[config.mk]
export PLATFORM = sky130hd
export DESIGN_NAME = load_store_unit
export DESIGN_NICKNAME = d
export VERILOG_FILES = /design/src/rtl/load_store_unit.sv
export SDC_FILE = /design/constraint.sdc
export NUM_CORES = 1
export LEC_CHECK = 0
export CAP_MARGIN = 20
export CORE_UTILIZATION = 36
export CTS_CLUSTER_DIAMETER = 200
export DETAILED_ROUTE_END_ITERATION = 10
export HOLD_SLACK_MARGIN = 0.12
export PLACE_DENSITY = 0.69
export SLEW_MARGIN = 25
export SYNTH_ARGS = -nofsm -noshare
export SYNTH_HDL_FRONTEND = slang
export SYNTH_SLANG_ARGS = --single-unit
[constraint.sdc]
create_clock -name clk -period 1.95 [get_ports clk]
set_clock_uncertainty 0.15 [all_clocks]
set_input_delay 0.39 -clock clk [delete_from_list [all_inputs] [get_ports clk]]
set_output_delay 0.39 -clock clk [all_outputs]
set_load 0.005 [all_outputs]
[src/rtl/load_store_unit.sv]
// Bridges the core memory stage to a wait-stated word bus: lane steering, load extension, fault detection.
// Latency: request cycle + >=1 BUSY cycle + DONE; stall is held until DONE, bus_req is held until ack or timeout.
module load_store_unit #(
    parameter int TIMEOUT_CYCLES = 255
) (
    input  logic        clk,
    input  logic        reset,
    input  logic        req_valid,
    input  logic        req_write,
    input  logic [2:0]  mem_width,
    input  logic [31:0] addr,
    input  logic [31:0] write_data,
    output logic        stall,
    output logic [31:0] load_data,
    output logic        misaligned_fault,
    output logic        bus_fault,
    output logic        bus_req,
    output logic        bus_we,
    output logic [31:0] bus_addr,
    output logic [3:0]  bus_be,
    output logic [31:0] bus_wdata,
    input  logic        bus_ack,
    input  logic [31:0] bus_rdata
);

    typedef enum logic [1:0] {S_IDLE, S_BUSY, S_DONE} state_e;

    localparam logic [15:0] TMO = 16'(TIMEOUT_CYCLES);

    state_e      state_q;
    logic [2:0]  width_q;
    logic [1:0]  lo_q;
    logic [15:0] cnt_q;
    logic        bus_req_q, bus_we_q, mis_q, bfault_q;
    logic [31:0] bus_addr_q, bus_wdata_q, load_data_q;
    logic [3:0]  bus_be_q;

    logic        legal_d;
    logic [3:0]  be_d;
    logic [31:0] wdata_d, lane_d, ext_d;

    always_comb begin
        legal_d = 1'b0;
        case (mem_width)
            3'b000:  legal_d = 1'b1;
            3'b001:  legal_d = ~addr[0];
            3'b010:  legal_d = (addr[1:0] == 2'b00);
            3'b100:  legal_d = ~req_write;
            3'b101:  legal_d = ~req_write & ~addr[0];
            default: legal_d = 1'b0;
        endcase
    end

    always_comb begin
        be_d    = 4'hF;
        wdata_d = write_data;
        case (mem_width[1:0])
            2'b00: begin
                if (req_write) be_d = 4'b0001 << addr[1:0];
                wdata_d = {4{write_data[7:0]}};
            end
            2'b01: begin
                if (req_write) be_d = addr[1] ? 4'b1100 : 4'b0011;
                wdata_d = {2{write_data[15:0]}};
            end
            default: ;
        endcase
    end

    // Loads always fetch the whole word; the addressed lane is shifted down to bit 0.
    always_comb begin
        lane_d = bus_rdata >> {lo_q, 3'b000};
        case (width_q)
            3'b000:  ext_d = {{24{lane_d[7]}}, lane_d[7:0]};
            3'b001:  ext_d = {{16{lane_d[15]}}, lane_d[15:0]};
            3'b100:  ext_d = {24'd0, lane_d[7:0]};
            3'b101:  ext_d = {16'd0, lane_d[15:0]};
            default: ext_d = lane_d;
        endcase
    end

    always_ff @(posedge clk or negedge reset) begin
        if (!reset) begin
            state_q     <= S_IDLE;
            width_q     <= 3'd0;
            lo_q        <= 2'd0;
            cnt_q       <= 16'd0;
            bus_req_q   <= 1'b0;
            bus_we_q    <= 1'b0;
            bus_addr_q  <= 32'd0;
            bus_be_q    <= 4'd0;
            bus_wdata_q <= 32'd0;
            load_data_q <= 32'd0;
            mis_q       <= 1'b0;
            bfault_q    <= 1'b0;
        end else begin
            case (state_q)
                S_IDLE: begin
                    mis_q    <= 1'b0;
                    bfault_q <= 1'b0;
                    if (req_valid) begin
                        if (legal_d) begin
                            width_q     <= mem_width;
                            lo_q        <= addr[1:0];
                            bus_addr_q  <= {addr[31:2], 2'b00};
                            bus_be_q    <= be_d;
                            bus_wdata_q <= wdata_d;
                            bus_we_q    <= req_write;
                            bus_req_q   <= 1'b1;
                            cnt_q       <= 16'd0;
                            state_q     <= S_BUSY;
                        end else begin
                            mis_q       <= 1'b1;
                            load_data_q <= 32'd0;
                            state_q     <= S_DONE;
                        end
                    end
                end
                S_BUSY: begin
                    // An ack on the final permitted cycle still wins over the timeout.
                    if (bus_ack) begin
                        load_data_q <= ext_d;
                        bus_req_q   <= 1'b0;
                        state_q     <= S_DONE;
                    end else if (cnt_q == TMO) begin
                        bfault_q    <= 1'b1;
                        load_data_q <= 32'd0;
                        bus_req_q   <= 1'b0;
                        state_q     <= S_DONE;
                    end else begin
                        cnt_q <= cnt_q + 16'd1;
                    end
                end
                S_DONE: begin
                    mis_q    <= 1'b0;
                    bfault_q <= 1'b0;
                    state_q  <= S_IDLE;
                end
                default: state_q <= S_IDLE;
            endcase
        end
    end

    // Gating with reset lets an abandoned access release the core immediately.
    assign stall            = reset & req_valid & (state_q != S_DONE);
    assign load_data        = load_data_q;
    assign misaligned_fault = mis_q;
    assign bus_fault        = bfault_q;
    assign bus_req          = bus_req_q;
    assign bus_we           = bus_we_q;
    assign bus_addr         = bus_addr_q;
    assign bus_be           = bus_be_q;
    assign bus_wdata        = bus_wdata_q;

endmodule

==> out/qor.csv, run 1 <==
stage,metric,value,unit
synth,synthFlopType,dfrtp_1,
placement,dp_hpwl,13.5,mm
power_and_ir_drop,power_density,1120,nW/um2
sta,max_freq,493,MHz
clock_network,clk_pin_slew_worst_paths,0.06,ns
clock_network,cts_buffers,17,
detailed_routing,via_count,5512,
global_routing,antenna_found_initial,1,
worst_setup_path,rrSetupSlack,-0.08,ns
worst_setup_path,arrival,2.17,ns
sta,setup_ws,-0.0769,ns
clock_network,clock_sinks,125,
floorplan,start_util,37.0,%
global_routing,grt_pass1_wl,28.4,mm
worst_setup_path,slowest_delay,0.41,ns
synth,yosysSeqAreaShare,53.2,%
detailed_routing,post_drt_wl_per_cell,16.9,um
min_path,hp-start,bus_wdata[21],
global_routing,grt_start_max_net_pins,126,
floorplan,ios,209,
worst_setup_path,crit_type,reg -> reg,
min_path,min_path_type,reg -> reg,
clock_network,clk_latency,0.42,ns
worst_setup_path,reg2reg_depth,6,
placement,gp_congestion,0.857,
sta,fin_crit,2.03,ns
synth,syn_area_per_cell,9.93,um2
clock_network,htreeDepth,4,
detailed_routing,drtIter0Drc,296,
sta,maxSlewViolCount,0,
global_routing,grtUsageTotal,22.3,%
synth,yosys-top-cells-count,"152 x nand2_1, 125 x dfrtp_1, 40 x mux2i_1",
clock_network,clockRootBuffer,clkbuf_16,
worst_setup_path,rr_endpoint,load_data[28],
detailed_routing,firstDrtPassIters,5,
floorplan,fp.dieArea,16800,um2
placement,pre_cts_ws,-0.838,ns
clock_network,cts_buffer_depth,2,
cells_and_area,num-fill-cells,1367,
sta,slew_headroom,54.5,%
synth,synth_seq_cells,125,
cells_and_area,final_cells,1090,
synth,async_reset_ff_share,100,%
worst_setup_path,r2r_start,cnt_q[15],
worst_setup_path,crit_required,2.10,ns
synth,synth_area,5880,um2
worst_setup_path,crit_path_end_kind,flop,
floorplan,dieHeight,130,um
power_and_ir_drop,p_leak,4.26,nW
global_routing,globalRouteOverflowTotal,0,
synth,synth_cells,592,
power_and_ir_drop,irDropWorstVdd,0.678,mV
status,violations,setup timing,
job,maxCapViolCount,0,
min_path,whs_endpoint,bus_wdata[21],
detailed_routing,drt_wl_total,18.4,mm
detailed_routing,vias_per_cell,5.06,
cells_and_area,drive_above_1_share,17.6,%
synth,synth_top_area_share,53.2,%
synth,synth_area_leaders,"dfrtp_1 53%, nand2_1 9.7%, mux2i_1 6.8%",
synth,synth.distinct_cells,51,
sta,tightestPinTransition,0.683,ns
sta,finalSetupTns,-0.976,ns
min_path,worst_hold_path.num_cells,2,
detailed_routing,ant_nets,0,
floorplan,rows,46,
placement,port_buffers,206,
worst_setup_path,cp_max_fo,33,
cells_and_area,fin_area,9420,um2
cells_and_area,area_growth,60.3,%
global_routing,grt_pass1_vias,5550,
floorplan,die_x,130,um
placement,post-place-cells,1053,
synth,synth_most_common_cell,nand2_1,
floorplan,design.core.area,15900,um2
cells_and_area,antenna_cells,0,
sta,final_hold_viol_count,0,
status,status,"finished, violations left",
clock_network,cts_tree,done,
detailed_routing,route.detailed.drc,0,
synth,synth_top_area_cell,dfrtp_1,
sta,rsz0062_at_grt,yes,
worst_setup_path,path_cells,nor4_4 > buf_4 > and4_4 > o221ai_2 > buf_12 > a221o_1,
sta,setup_viol,16,
cells_and_area,nNetsFinal,967,
placement,postPlaceCellArea,8650,um2
synth,yosys_warnings,0,
cells_and_area,final_util,59.3,%
worst_setup_path,cp-start-kind,flop,
worst_setup_path,slowest_stage,dfrtp_1,
synth,synth_edf_count,0,
sta,fin_crit_sh,104,%
-- power breakdown --
| part | switching (mW) | internal [mW] |
|---|---|---|
| combinational | 1.47 | 2.18 |
| sequential | 0.512 | 3.35 |
| clock | 1.14 | 1.94 |
| total | 3.12 | 7.47 |
-- layer usage --
metal / vias up / GRT usage (%) / wire length [um]
met3: 27 / 7.95 / 1740
met2: 224 / 37.5 / 8990
met5: - / 0 / 10
met1: 2654 / 25.7 / 7270
li1: 2605 / - / -
met4: 2 / 9.44 / 407
-- worst max-delay path, delay by kind of cell, from the launching register on --
family	cells	cell delay, ns
flip-flops	1	0.41
buffers and inverters	2	0.34
AO/OA/AOI/OAI	2	0.48
AND/OR/NAND/NOR	2	0.53
-- cell type report --
type                    count  area (um2)  area share (%)
clock buffers              21         460            4.89
clock inverters            10         116            1.24
inverters                  15        56.3           0.598
multi-input cells         419        2620            27.8
flip-flops and latches    125        3130            33.2
well taps                 216         270            2.87
repair buffers            284        2760            29.3
-- through the flow --
step / total power [mW] / hold slack (ns)
final: 10.6 / 0.327
after global routing: 11.2 / 0.343
after CTS: 10.7 / 0.326
after detailed placement: 7.50 / 0.311
after global placement: 7.42 / 0.310
after floorplan: 5.19 / -0.0556
-- repair_timing --
action	in CTS	in global routing
buffers inserted	2	3
gates resized for setup	15	25
hold buffers	1	0
endpoints found under the hold margin	125	0
endpoints found under the setup margin	42	52
cloned	1	0
pin swaps	4	8
-- layout by cell type, fill, tap and decap left out, types with 3 or more instances in the layout --
| cell type | instances |
|---|---|
| clkdlybuf4s50_1 | 201 |
| nand2_1 | 151 |
| dfrtp_1 | 124 |
| buf_4 | 66 |
| mux2i_1 | 40 |
| nor2_1 | 29 |
| o21ai_1 | 29 |
| o21ai_0 | 29 |
| clkbuf_16 | 17 |
| a21oi_1 | 16 |
| a221o_1 | 16 |
| inv_1 | 14 |
| mux2_2 | 13 |
| a22o_1 | 10 |
| mux2_1 | 8 |
| buf_12 | 8 |
| a21oi_2 | 6 |
| nand4_1 | 6 |
| a211oi_1 | 5 |
| nor2b_1 | 4 |
| nand3_1 | 4 |
| a31oi_1 | 4 |
| buf_6 | 4 |
| or3_1 | 3 |
| o31ai_1 | 3 |
| clkinv_2 | 3 |
| clkinv_4 | 3 |
-- cells by family after synthesis --
logic type      count (synthesis)  synth area share, %
compound gates                131                 14.6
xor+xnor                        1                0.149
fa+ha+maj                       1                0.213
buf+inv                        49                 4.00
flops                         125                 53.2
mux                            62                 11.2
other cells                     1               0.0638
simple gates                  222                 16.5
-- state kept, by name, indices dropped and copies added, names as in the netlist --
register and cells:
bus_addr 30, bus_req 1, bus_be 4, bus_fault 1
bus_wdata 32, width_q 3, state_q 2, lo_q 2
bus_we 1, cnt_q 16, misaligned_fault 1, load_data 32
-- how the worst max path moves through the flow --
stage / start / endpoint / slack (ns) / cells past startpoint
after floorplan: cnt_q[0] / load_data[30] / 0.01 / 6
after global placement: addr[0] / state_q[0] / -0.76 / 6
after detailed placement: addr[0] / cnt_q[8] / -0.84 / 6
after CTS: cnt_q[12] / load_data[28] / -0.10 / 6
after global routing: cnt_q[15] / load_data[27] / -0.17 / 6
final: cnt_q[15] / load_data[28] / -0.08 / 6
No activity file was read; power rests on OpenSTA's default activity.
==> inputs of run 2 (changes only) <==
SKIP_LAST_GASP = 1   (was unset)
==> out/qor.csv, run 2 (same netlist as run 1, synthesis figures left out) <==
stage,metric,value,unit,change
sta,maxSlewViolCount,0,,unchanged
detailed_routing,drt_wl_total,18.4,mm,-0.12%
placement,port_buffers,206,,unchanged
floorplan,fp.dieArea,16800,um2,unchanged
clock_network,htreeDepth,4,,unchanged
sta,slew_headroom,54.5,%,about the same
cells_and_area,fin_area,9420,um2,unchanged
worst_setup_path,crit_required,2.10,ns,about the same
sta,fin_crit_sh,104,%,about the same
worst_setup_path,cp-start-kind,flop,,
detailed_routing,via_count,5519,,+0.13%
floorplan,start_util,37.0,%,unchanged
cells_and_area,final_common_cell,clkdlybuf4s50_1,,
sta,setup_ws,-0.0769,ns,-0.0000455 ns
placement,gp_congestion,0.857,,unchanged
sta,rsz0062_at_grt,yes,,
clock_network,clockRootBuffer,clkbuf_16,,
detailed_routing,ant_nets,0,,unchanged
cells_and_area,nNetsFinal,967,,unchanged
worst_setup_path,critical_path_buf_inv_count,2,,unchanged
floorplan,rows,46,,unchanged
detailed_routing,firstDrtPassIters,4,,-1
clock_network,cts_buffer_depth,2,,unchanged
floorplan,design.core.area,15900,um2,unchanged
detailed_routing,drtIter0Drc,293,,-1.0%
sta,fin_crit,2.03,ns,+0.0000455 ns
worst_setup_path,slowest_stage,dfrtp_1,,
worst_setup_path,crit_type,reg -> reg,,
power_and_ir_drop,p_leak,4.26,nW,about the same
floorplan,dieHeight,130,um,unchanged
min_path,min_path_type,reg -> reg,,
worst_setup_path,arrival,2.18,ns,about the same
global_routing,globalRouteOverflowTotal,0,,unchanged
worst_setup_path,cp_max_fo,33,,unchanged
sta,setup_viol,18,,+2
clock_network,clock_sinks,125,,unchanged
clock_network,cts_tree,done,,
detailed_routing,post_drt_wl_per_cell,16.9,um,-0.12%
cells_and_area,drive_above_1_share,17.5,%,-0.11 points
placement,dp_hpwl,13.5,mm,unchanged
cells_and_area,num-fill-cells,1367,,unchanged
sta,final_hold_viol_count,0,,unchanged
worst_setup_path,crit_path_end_kind,flop,,
status,status,"finished, violations left",,
power_and_ir_drop,power_density,1120,nW/um2,about the same
power_and_ir_drop,irDropWorstVdd,0.678,mV,about the same
sta,tightestPinTransition,0.682,ns,-0.000766 ns
worst_setup_path,path_cells,nor4_4 > buf_4 > and4_4 > o221ai_2 > buf_12 > a221o_1,,
placement,postPlaceCellArea,8650,um2,unchanged
cells_and_area,antenna_cells,0,,unchanged
global_routing,grtUsageTotal,22.3,%,+0.027 points
detailed_routing,route.detailed.drc,0,,unchanged
global_routing,grt_pass1_vias,5567,,+0.31%
clock_network,cts_buffers,17,,unchanged
clock_network,clk_pin_slew_worst_paths,0.06,ns,about the same
clock_network,clk_latency,0.42,ns,about the same
detailed_routing,vias_per_cell,5.06,,+0.13%
global_routing,grt_start_max_net_pins,126,,unchanged
global_routing,antenna_found_initial,0,,-1
worst_setup_path,slowest_delay,0.41,ns,about the same
sta,max_freq,493,MHz,about the same
sta,hold_ws,0.327,ns,+0.000191 ns
job,maxCapViolCount,0,,unchanged
cells_and_area,area_growth,60.3,%,unchanged
floorplan,ios,209,,unchanged
floorplan,die_x,130,um,unchanged
cells_and_area,layout_common_cells,"201 x clkdlybuf4s50_1, 151 x nand2_1, 124 x dfrtp_1, 66 x buf_4, 40 x mux2i_1",,
worst_setup_path,cp_top_family,simple AND/OR/NAND/NOR gates,,
status,violations,setup timing,,
global_routing,grt_pass1_wl,28.4,mm,+0.12%
[run 2: changes by cell type in the layout (fill, tap and decap cells not counted)]
| cell | before | now |
|---|---|---|
| inv_1 | 14 | 15 |
| inv_2 | 1 | 0 |
[run 2: repair_timing]
action | 4_1_cts | 5_1_grt
setup buffers | 2 | 3
pin swaps | 2 | 9
resized for setup | 14 | 25
cloned | 1 | 0
hold buffers | 1 | 0
endpoints found under the hold margin | 125 | 0
endpoints found under the setup margin | 42 | 52
[run 2: routing by layer]
layer,share of wire (%),GRT usage [%],up-vias
li1,-,-,2611
met1,40,25.7,2663
met2,49,37.5,221
met3,9.2,8.04,24
met4,2.3,9.64,0
met5,0,0,-
[run 2: final cells by class]
type	instances	area (um2)	area share [%]
clock buffers	21	460	4.89
clock inverters	10	116	1.24
inverters	15	56.3	0.598
multi-input cells	419	2620	27.8
flip-flops and latches	125	3130	33.2
well taps	216	270	2.87
repair buffers	284	2760	29.3
[run 2: metrics by stage]
step / utilization (%) / setup TNS, ns / setup slack [ns] / total power, mW / std cells
2_1_floorplan: - / 0 / 0.0102 / 5.19 / 593
5_1_grt: 59.3 / -3.23 / -0.173 / 11.2 / 1090
6_report: 59.3 / -0.998 / -0.0769 / 10.6 / 1090
3_3_place_gp: 54.4 / -45.92 / -0.756 / 7.42 / 1053
3_5_place_dp: 54.4 / -54.02 / -0.838 / 7.50 / 1053
4_1_cts: 58.5 / -1.59 / -0.100 / 10.7 / 1087
[run 2: power breakdown]
group / total (mW) / switching, mW / internal, mW
Sequential: 3.86 / 0.513 / 3.35
Combinational: 3.65 / 1.47 / 2.19
Clock: 3.08 / 1.14 / 1.94
Total: 10.6 / 3.12 / 7.47
[run 2: path summary, 6_finish.rpt]
path	startpoint	endpoint	slack, ns	cells after the start
worst min register to register	bus_wdata[16]	bus_wdata[16]	0.33	2
worst min-delay path	bus_wdata[16]	bus_wdata[16]	0.33	2
min in group asynchronous	reset	bus_wdata[17]	0.57	3
worst max-delay path	cnt_q[15]	load_data[28]	-0.08	6
worst max register to register	cnt_q[15]	load_data[28]	-0.08	6
max in group asynchronous	reset	bus_wdata[13]	0.57	3
[run 2: worst min-delay path, delay by kind of cell (launching register included)]
family          cells  cell delay, ns
simple gates        1            0.04
compound gates      1            0.06
flops               1            0.34
==> inputs of run 3 (changes only) <==
CORE_MARGIN = 3   (was unset)
==> out/qor.csv, run 3 (same netlist as run 1, synthesis figures left out) <==
stage,metric,value,unit,change
status,status,"finished, violations left",,
status,violations,setup timing,,
worst_setup_path,path_cells,nor4_2 > and4_4 > o221ai_2 > buf_12 > a221o_1,,
sta,setup_ws,-0.0793,ns,-0.00233 ns
sta,max_freq,493,MHz,-0.11%
global_routing,grt_start_max_net_pins,126,,unchanged
cells_and_area,multi_input_area,2590,um2,-1.1%
worst_setup_path,slowest_delay,0.39,ns,-0.02 ns
worst_setup_path,cp_max_fo,33,,unchanged
sta,final_hold_viol_count,0,,unchanged
sta,finalSetupTns,-0.936,ns,+0.0627 ns
power_and_ir_drop,power_switching_share,29.4,%,-0.058 points
power_and_ir_drop,p_switching,3.20,mW,+2.5%
sta,rsz0062_at_grt,yes,,
min_path,hp-start,bus_addr[18],,
global_routing,grt_pass1_wl,30.7,mm,+8.0%
clock_network,cts_buffers,17,,unchanged
cells_and_area,antenna_cells,0,,unchanged
detailed_routing,route.detailed.drc,0,,unchanged
floorplan,start_util,36.9,%,-0.13 points
power_and_ir_drop,p_leak,4.26,nW,-0.11%
cells_and_area,regArea,3130,um2,about the same
detailed_routing,post_drt_wl_per_cell,17.4,um,+3.2%
clock_network,htreeDepth,4,,unchanged
power_and_ir_drop,p_clk_share,30.8,%,+1.8 points
worst_setup_path,slowest_stage,dfrtp_1,,
cells_and_area,final_common_cell,clkdlybuf4s50_1,,
power_and_ir_drop,finalPower,10.9,mW,+2.7%
floorplan,fp.dieArea,17900,um2,+6.3%
power_and_ir_drop,power_density,1160,nW/um2,+3.0%
sta,slew_headroom,53.4,%,-1.1 points
worst_setup_path,crit_required,2.09,ns,about the same
placement,dp_hpwl,14.2,mm,+4.9%
cells_and_area,nNetsFinal,963,,-0.41%
sta,hold_ws,0.324,ns,-0.00272 ns
detailed_routing,ant_nets,0,,unchanged
power_and_ir_drop,intPower,7.68,mW,+2.8%
worst_setup_path,cp_top_family,simple AND/OR/NAND/NOR gates,,
floorplan,rows,46,,unchanged
sta,setup_viol,16,,-2
power_and_ir_drop,p_seq_share,35.3,%,-1.1 points
floorplan,die_x,134,um,+3.1%
power_and_ir_drop,irDropWorstVdd,0.598,mV,-12%
global_routing,grt_pass1_vias,5880,,+5.6%
sta,maxSlewViolCount,0,,unchanged
clock_network,cts_tree,done,,
placement,port_buffers,206,,unchanged
placement,post-place-cells,1051,,-0.19%
floorplan,dieHeight,134,um,+3.1%
placement,gp_congestion,0.895,,+4.4%
floorplan,ios,209,,unchanged
job,maxCapViolCount,0,,unchanged
sta,fin_crit,2.03,ns,+0.00233 ns
clock_network,clk_latency,0.41,ns,about the same
detailed_routing,drt_wl_total,18.9,mm,+2.9%
cells_and_area,final_cells,1087,,-0.28%
worst_setup_path,critical_path_buf_inv_count,1,,-1
global_routing,grtUsageTotal,21.6,%,-0.73 points
detailed_routing,firstDrtPassIters,5,,+1
worst_setup_path,crit_path_end_kind,flop,,
worst_setup_path,cp-startpoint,cnt_q[13],,
clock_network,clk_pin_slew_worst_paths,0.06,ns,about the same
global_routing,antenna_found_initial,1,,+1
floorplan,design.core.area,15900,um2,+0.36%
power_and_ir_drop,p_comb_share,33.9,%,-0.6 points
cells_and_area,area_growth,59.9,%,
worst_setup_path,cp-start-kind,flop,,
min_path,min_path_type,reg -> reg,,
cells_and_area,drive_above_1_share,16.8,%,-0.74 points
worst_setup_path,arrival,2.17,ns,about the same
clock_network,clockRootBuffer,clkbuf_16,,
clock_network,clock_sinks,125,,unchanged
global_routing,globalRouteOverflowTotal,0,,unchanged
worst_setup_path,crit_type,reg -> reg,,
detailed_routing,vias_per_cell,5.12,,+1.1%
detailed_routing,drtIter0Drc,279,,-4.8%
worst_setup_path,r2r_start,cnt_q[13],,
sta,fin_crit_sh,104,%,+0.12 points
detailed_routing,via_count,5565,,+0.83%
sta,tightestPinTransition,0.699,ns,+0.0170 ns
clock_network,cts_buffer_depth,2,,unchanged
cells_and_area,layout_common_cells,"201 x clkdlybuf4s50_1, 151 x nand2_1, 125 x dfrtp_1, 64 x buf_4, 40 x mux2i_1",,
cells_and_area,num-fill-cells,1337,,-2.2%
-- run 3: changes by cell type in the layout (fill, tap and decap cells not counted), sizes merged --
cell	previous run	this run
inv	15	17
bufinv	2	4
clkbuf	21	19
clkinv	6	4
buf	78	74
clkinvlp	2	3
-- run 3: worst register-to-register path, cell delays in order, from the launching register on --
cell      delay [ns]
dfrtp_1         0.39
nor4_2          0.39
and4_4          0.30
o221ai_2        0.12
buf_12          0.19
a221o_1         0.38
-- run 3: area by class of cell --
cell class	instances	area share [%]
flip-flops and latches	125	33.3
well taps	216	2.88
repair buffers	280	29.0
inverters	15	0.599
clock buffers	19	4.61
multi-input cells	419	27.6
clock inverters	13	2.02
-- run 3: timing repair --
item                                   CTS  global route
endpoints found under the hold margin  125             0
pin swaps                                2             2
hold buffers                             1             0
gates resized for setup                 14            12
buffers inserted                         1             2
setup endpoints to repair               35            50
-- run 3: power by group through the flow --
stage	Combinational [mW]	Sequential [mW]	Clock, mW
floorplan	1.35	3.83	0
global placement	3.62	3.84	0
detailed placement	3.69	3.87	0
CTS	3.72	3.85	3.41
global route	4.04	3.95	3.53
finish	3.69	3.84	3.35
-- run 3: path summary, 6_finish.rpt --
| path | slack, ns | cells past startpoint | endpoint |
|---|---|---|---|
| min | 0.32 | 2 | bus_addr[18] |
| max in group asynchronous | 0.53 | 3 | cnt_q[3] |
| max reg2reg | -0.08 | 5 | load_data[24] |
| max | -0.08 | 5 | load_data[24] |
| min in group asynchronous | 0.55 | 3 | load_data[2] |
| min reg2reg | 0.32 | 2 | bus_addr[18] |
-- run 3: through the flow --
stage,setup WS (ns),utilization (%),instance area [um2]
6_report,-0.0793,59.0,9400
3_5_place_dp,-0.810,54.3,8660
4_1_cts,-0.0904,58.6,9340
5_1_grt,-0.137,59.0,9400
2_1_floorplan,0.0102,-,5880
3_3_place_gp,-0.781,54.3,8660
-- run 3: per-layer routing --
layer  share of wire [%]  track usage, %  wire (um)  vias to the layer above
li1                    -               -          -                     2603
met1                  40            25.3       7630                     2685
met2                  48            35.6       9060                      241
met3                 9.8            9.49       1860                       34
met4                 1.9            7.09        369                        2
met5               0.069               0         13                        -
